### config.mk
export PLATFORM = sky130hd
export DESIGN_NAME = countdown_timer_flat
export DESIGN_NICKNAME = d
export VERILOG_FILES = /design/src/rtl/countdown_timer_if.sv /design/src/rtl/countdown_timer.sv /design/src/flat_wrapper.sv
export SDC_FILE = /design/constraint.sdc
export NUM_CORES = 1
export LEC_CHECK = 0
export BUFFER_PORTS_ARGS = -buffer_cell sky130_fd_sc_hd__buf_4
export CAP_MARGIN = 20
export CORE_AREA = 2 2 39 41
export DETAILED_ROUTE_END_ITERATION = 8
export DIE_AREA = 0 0 41 43
export PLACE_DENSITY_LB_ADDON = 0.3
export SLEW_MARGIN = 40
export SYNTH_ARGS = -nofsm -noshare
export SYNTH_HDL_FRONTEND = slang
export SYNTH_SLANG_ARGS = --single-unit
### constraint.sdc
create_clock -name clk -period 3.75 [get_ports clk]
set_clock_uncertainty 0.2 [all_clocks]
set_input_delay 0.75 -clock clk [delete_from_list [all_inputs] [get_ports clk]]
set_output_delay 0.75 -clock clk [all_outputs]
set_load 0.02 [all_outputs]
### src/rtl/countdown_timer_if.sv
// Control and status bundle for countdown_timer.
// The master side drives the commands and preset; the slave side (the timer)
// returns the count and status flags.
interface countdown_timer_if #(
  parameter int WIDTH = 4
);
  logic             load;
  logic [WIDTH-1:0] load_val;
  logic             start;
  logic             stop;
  logic             en;
  logic [WIDTH-1:0] count;
  logic             busy;
  logic             done;
  logic             tc;

  modport master (
    output load, load_val, start, stop, en,
    input  count, busy, done, tc
  );

  modport slave (
    input  load, load_val, start, stop, en,
    output count, busy, done, tc
  );
endinterface

### src/rtl/countdown_timer.sv
// Loadable down-counter with start/stop/enable control and a one-cycle
// terminal-count pulse.
// Build option: COUNTDOWN_TIMER_AUTO_RELOAD_EN. When it is defined, reaching
// terminal count reloads the counter from the reload register and keeps
// running, so DONE is never entered. When it is undefined, the timer is
// one-shot and parks in DONE.
//
// state  | meaning
// -------+---------------------------------------------------------------
// IDLE   | stopped; count holds a preset or a paused value
// RUN    | counting down on each edge with en=1
// DONE   | one-shot finished; count is 0 until load or restart
module countdown_timer #(
  parameter int WIDTH = 4
) (
  input  logic               clk,
  input  logic               rst,
  countdown_timer_if.slave   bus
);

  typedef enum logic [1:0] {
    S_IDLE = 2'd0,
    S_RUN  = 2'd1,
    S_DONE = 2'd2
  } state_t;

  localparam logic [WIDTH-1:0] ZERO = '0;
  localparam logic [WIDTH-1:0] ONE  = WIDTH'(1);

  state_t           r_state;
  logic [WIDTH-1:0] r_count;
  logic [WIDTH-1:0] r_reload;
  logic             r_tc;

  // State, count, reload register and tc pulse; priority is
  // rst > load > stop > start > en.
  always_ff @(posedge clk) begin
    if (rst) begin
      r_state  <= S_IDLE;
      r_count  <= ZERO;
      r_reload <= ZERO;
      r_tc     <= 1'b0;
    end else begin
      r_tc <= 1'b0;
      if (bus.load) begin
        r_count  <= bus.load_val;
        r_reload <= bus.load_val;
        r_state  <= S_IDLE;
      end else begin
        case (r_state)
          S_IDLE: begin
            // A zero count has nothing to time, so start is ignored.
            if (bus.start && (r_count != ZERO)) begin
              r_state <= S_RUN;
            end
          end
          S_RUN: begin
            if (bus.stop) begin
              r_state <= S_IDLE;
            end else if (bus.en) begin
              if (r_count == ONE) begin
                r_tc <= 1'b1;
`ifdef COUNTDOWN_TIMER_AUTO_RELOAD_EN
                r_count <= r_reload;
`else
                r_count <= ZERO;
                r_state <= S_DONE;
`endif
              end else if (r_count != ZERO) begin
                // Guard against zero keeps the count from ever wrapping.
                r_count <= r_count - ONE;
              end
            end
          end
          S_DONE: begin
            if (bus.start && (r_reload != ZERO)) begin
              r_count <= r_reload;
              r_state <= S_RUN;
            end
          end
          default: begin
            r_state <= S_IDLE;
          end
        endcase
      end
    end
  end

  // Status flags come straight from the state register.
  always_comb begin
    bus.busy = (r_state == S_RUN);
    bus.done = (r_state == S_DONE);
  end

  assign bus.count = r_count;
  assign bus.tc    = r_tc;

endmodule

### src/flat_wrapper.sv
// flat-port wrapper written by rule: the top's interface ports become plain ports
module countdown_timer_flat 
#(
  parameter int WIDTH = 4
)
  (clk, rst, bus_load, bus_load_val, bus_start, bus_stop, bus_en, bus_count, bus_busy, bus_done, bus_tc);
  countdown_timer_if #(.WIDTH(WIDTH)) bus_i ();
  input  logic clk;
  input  logic rst;
  input wire logic [$bits(bus_i.load)-1:0] bus_load;
  input wire logic [$bits(bus_i.load_val)-1:0] bus_load_val;
  input wire logic [$bits(bus_i.start)-1:0] bus_start;
  input wire logic [$bits(bus_i.stop)-1:0] bus_stop;
  input wire logic [$bits(bus_i.en)-1:0] bus_en;
  output wire logic [$bits(bus_i.count)-1:0] bus_count;
  output wire logic [$bits(bus_i.busy)-1:0] bus_busy;
  output wire logic [$bits(bus_i.done)-1:0] bus_done;
  output wire logic [$bits(bus_i.tc)-1:0] bus_tc;
  assign bus_i.load = bus_load;
  assign bus_i.load_val = bus_load_val;
  assign bus_i.start = bus_start;
  assign bus_i.stop = bus_stop;
  assign bus_i.en = bus_en;
  assign bus_count = bus_i.count;
  assign bus_busy = bus_i.busy;
  assign bus_done = bus_i.done;
  assign bus_tc = bus_i.tc;
  countdown_timer #(.WIDTH(WIDTH)) u_core (.clk(clk), .rst(rst), .bus(bus_i));
endmodule
# [After elaboration in Yosys (flattened, before gate mapping)]
# Index checks and enable logic that the tools add are counted.
[classes] n_mux=14 reduce_logical=10 bitwise=2 eq_ne=11 n_addsub=1
[op_table] op="4-bit two-way mux" count=6
[op_table] op="2-bit two-way mux" count=5
[op_table] op="3-bit inequality test, second input constant" count=3
[op_table] op="4-bit one-hot mux with 2 select lines" count=1
[op_table] op="4-bit nonzero test" count=2
[op_table] op="3-bit by 2-bit inequality test with 1-bit output, second input constant" count=2
[op_table] op="2-bit one-hot mux with 3 select lines" count=1
[op_table] op="5-bit AND reduction" count=1
[op_table] op="5-bit OR reduction" count=1
[op_table] op="4-bit by 1-bit equality test with 1-bit output, second input constant" count=1
[op_table] op="2-bit by 1-bit inequality test with 1-bit output, second input constant" count=2
[op_table] op="4-bit by 2-bit inequality test with 1-bit output, second input constant" count=1
[op_table] op="4-bit AND reduction" count=1
[op_table] op="4-bit by 1-bit subtractor with 4-bit output, second input constant" count=1
[op_table] op="3-bit nonzero test" count=1
[op_table] op="2-bit by 1-bit equality test with 1-bit output, second input constant" count=1
[op_table] op="2-bit equality test, second input constant" count=1
[op_table] op="1-bit logical AND" count=2
[op_table] op="2-bit zero test" count=1
[op_table] op="1-bit NOT" count=2
[op_table] op="2-bit OR reduction" count=1
[op_table] op="1-bit two-way mux" count=1
[totals] in_bits=10 out_inout_bits=7 word_cells=42 regBits=11

# [Longest topological paths before layout]
[logic_depth] ltp_word=7 depth_mapped=6 ltp_nobuf=6

# [Worst setup path before layout]
# Ideal clock, no wire load.
[synth_path] path_type="register to register" startpoint="register u_core.r_count[1], in the netlist u_core.bus.count[1]" endpoint="register u_core.r_count[1], in the netlist u_core.bus.count[1]" n_path_buf=0 setup_ps=79 synth_period_minus_slack_ps=2179 path_stages_with_launch=7 path_slack_ps=1571 arrival_ps=1899 required_time_ps=3471 cell_sequence="dfxtp_1 -> inv_1 -> ha_1 -> or4b_4 -> a221o_1 -> o311a_1 -> a211oi_2"
[synth_between] elab_chain_cells=7 elab_cells_between_ends=11 cone_classes="1 x add/sub; 2 x eq/ne; 6 x mux; 2 x reduce/logical"
[synth_lines] item="start: declaration" line_no="countdown_timer.sv:31" source="logic [WIDTH-1:0] r_count;"
[synth_lines] item="start signal: assignment" line_no="countdown_timer.sv:46" source="r_count <= bus.load_val;"
[synth_lines] item="start signal: assignment" line_no="countdown_timer.sv:71" source="r_count <= r_count - ONE;"
[synth_lines] item="start signal: assignment" line_no="countdown_timer.sv:77" source="r_count <= r_reload;"
[synth_lines] item="4-bit by 1-bit subtractor with 4-bit output" line_no="countdown_timer.sv:71"
[synth_lines] item="4-bit two-way mux" line_no="countdown_timer.sv:69" source="end else if (r_count != ZERO) begin"
[synth_lines] item="4-bit two-way mux" line_no="countdown_timer.sv:61" source="if (r_count == ONE) begin"
[synth_lines] item="4-bit two-way mux" line_no="countdown_timer.sv:60" source="end else if (bus.en) begin"
[synth_lines] item="4-bit two-way mux" line_no="countdown_timer.sv:58" source="if (bus.stop) begin"
[synth_lines] item="4-bit one-hot mux with 2 select lines" line_no="countdown_timer.sv:50" source="case (r_state)"
[synth_lines] item="4-bit two-way mux" line_no="countdown_timer.sv:45" source="if (bus.load) begin"
# Several ways; a longest one is shown, not always the timed one. The select of a mux whose other input is x is not followed.
# A chain may end at the register's enable or synchronous reset.

# [Worst setup path in the final report]
[layout_path] startpoint="register u_core.r_state[1]" endpoint="output port bus_done"
[layout_between] elab_chain_cells=1
[layout_lines] item="start: declaration" line_no="countdown_timer.sv:30" source="state_t r_state;"
[layout_lines] item="start signal: assignment" line_no="countdown_timer.sv:39" source="r_state <= S_IDLE;"
[layout_lines] item="start signal: assignment" line_no="countdown_timer.sv:48" source="r_state <= S_IDLE;"
[layout_lines] item="start signal: assignment" line_no="countdown_timer.sv:54" source="r_state <= S_RUN;"
[layout_lines] item="2-bit equality test" line_no="countdown_timer.sv:92" source="bus.done = (r_state == S_DONE);"
[layout_lines] item="end: declaration" line_no="flat_wrapper.sv:17" source="output wire logic [$bits(bus_i.done)-1:0] bus_done;"
# No other way between the ends.

==> results.tsv <==
metric	value	unit
hold_buf cts	0	
DR pass1 iterations	4	
Cell Area, Synth	633	um2
final non-filler cell area	791	um2
postcts setup bufs	0	
critical path class	reg2out	
CP Data Required Time	2800	ps
Die Area	1760	um2
WHS	308	ps
cells after synthesis	69	
initial antenna violation count	0	
WL final	1520	um
warnings from Yosys	0	
Worst-path clk slew	80	ps
Sink Count	11	
ant diodes	0	
Root Buffer	clkbuf_4	
largest net degree at the start of global routing	15	
critical path fanouts, max	8	
Worst setup SP type	register	
CTS resizes	0	
Syn Area/Cell	9.18	um2
core box area	1380	um2
Logic pwr share	23.2	%
share of power burned in registers	45.7	%
Initial Util	45.8	%
Tmin final	2250	ps
switching pwr	0.0910	mW
relative slew slack	61.0	%
worst vdd ir	0.179	mV
max-cap violations	0	
internal power of the cells	0.198	mW
Detail Placement HPWL	1080	um
# rows	14	
Placer Congestion	0.804	
Seq cells post-synth	11	
via density per instance	6.04	
first-pass GRT wire length	2460	um
post-route clock period utilization	60.0	%
H-tree depth	1	
syn nets	82	
I/O Buffers	16	
achievable frequency	445	MHz
latest clock arrival within the worst-skew pair	290	ps
CP arrival	1300	ps
Die Span X	41	um
Leak	0.359	nW
Slew Viols, Final	0	
status	completed	
endpoints failing hold	0	
Slew @ Worst Pin	577	ps
DRT iter0 DRCs	19	
synth unique cells	32	
register area share after synthesis	34.8	%
worst min path class	reg2reg	
Final Util	57.1	%
CTS max path bufs	2	
IO Pins	17	
RSZ-0062 raised after global routing	no	
layout cells sized above 1	26.4	%
antenna-violating nets left	0	
number of global-route vias before repair	570	
crit end category	primary output	
post-DR wirelength/cell	14.7	um
total track usage	21.3	%
Area Growth Syn to Fin	24.9	%
CTS tree	built	
GRT Residual Overflow	0	
sw frac	31.4	%
Clk pwr share	31.1	%
via count	622	
setup TNS	0	ps
Die Y	43	um
final setup fails	0	
area of placed instances	764	um2
Nets	101	
Power Density	366	nW/um2
total CTS buffers	3	
drt drc	0	
## synthesized netlist by cell type, drive strengths merged
library cell / number / area (um2)
o2111ai: 1 / 8.76
clkbuf: 1 / 3.75
and3b: 1 / 8.76
a222oi: 3 / 30.0
nor2b: 4 / 25.0
o32ai: 2 / 17.5
o311a: 1 / 10.0
or4b: 1 / 13.8
or3: 1 / 7.51
nor4bb: 1 / 10.0
nor3: 1 / 5.00
a211oi: 2 / 20.0
a221o: 1 / 10.0
dfxtp: 11 / 220
mux2i: 3 / 30.0
or4: 1 / 7.51
a21oi: 3 / 15.0
nor2: 8 / 30.0
nand2: 2 / 7.51
a221oi: 1 / 15.0
o21a: 1 / 7.51
buf: 1 / 5.00
nor4: 1 / 6.26
or2b: 1 / 7.51
nand2b: 2 / 12.5
ha: 3 / 37.5
nor3b: 1 / 7.51
inv: 6 / 22.5
a2111oi: 2 / 17.5
nand3: 1 / 5.00
nor4b: 1 / 8.76
## state kept, by name (all words and copies together) (netlist names)
signal / flops
u_core.bus.count: 4
u_core.r_reload: 4
u_core.r_state: 2
u_core.bus.tc: 1
## per-layer routing
metal,GRT usage (%),wire length [um],up-vias
li1,-,-,299
met1,24.8,674,297
met2,32.5,718,21
met3,8.38,88,5
met4,10.0,34,0
met5,0,0,-
## stage by stage
stage / cells / power (mW) / worst slack (ps)
final: 103 / 0.289 / 1500
after global routing: 103 / 0.303 / 1430
after CTS: 103 / 0.286 / 1530
after detailed placement: 99 / 0.201 / 1520
after global placement: 99 / 0.200 / 1590
after floorplan: 69 / 0.177 / 1570
## cell type report
type	count	area, um2
Clock buffer	4	26.3
Fill cell	128	593
Timing Repair Buffer	16	120
Multi-Input combinational cell	50	382
Tap cell	16	20.0
Sequential cell	11	220
Inverter	6	22.5
## worst max-delay path, stage by stage (launching register included)
cell	delay [ps]
dfxtp_1	460
nor2b_1	340
buf_4	210
## cell families after synthesis
logic type / synth area share [%]
and+or+nand+nor: 25.7
buffers and inverters: 4.94
DFF: 34.8
muxes: 4.74
adders and majority gates: 5.93
AOI/OAI and AO/OA: 23.9
## power groups by stage
stage | registers (mW) | logic, mW | clock network [mW]
final | 0.132 | 0.0671 | 0.0899
after global routing | 0.134 | 0.0729 | 0.0962
after CTS | 0.132 | 0.0669 | 0.0874
after detailed placement | 0.135 | 0.0663 | 0
after global placement | 0.134 | 0.0657 | 0
after floorplan | 0.137 | 0.0405 | 0
## cells in the final DEF, fill, tap and decap left out
master,Yosys,final
o32ai_1,2,2
a21oi_1,3,3
nor4_1,1,1
or4b_4,1,1
a221oi_2,1,1
nand3_1,1,1
nor3b_1,1,1
clkbuf_1,1,1
nor2b_1,4,4
a221o_1,1,1
a211oi_1,1,1
dfxtp_1,11,11
nand2_1,2,2
o21a_1,1,1
and3b_1,1,1
clkbuf_4,0,3
a211oi_2,1,1
mux2i_1,3,3
nor4bb_1,1,1
nor3_1,1,1
o311a_1,1,1
ha_1,3,3
inv_1,6,6
nor4b_1,1,1
o2111ai_1,1,1
a2111oi_0,2,2
or3_2,1,1
nand2b_1,2,2
a222oi_1,3,3
buf_4,0,16
or2b_1,1,1
or4_1,1,1
nor2_1,8,8
## worst paths after layout
check,start,endpoint,cells after the start,slack (ps)
worst max-delay path,u_core.r_state[1],bus_done,2,1500
worst min-delay path,u_core.r_reload[1],u_core.r_reload[1],2,310
worst max register to register,u_core.bus.count[1],u_core.bus.count[3],6,1590
worst min register to register,u_core.r_reload[1],u_core.r_reload[1],2,310
Power figures use the tool's default switching activity.
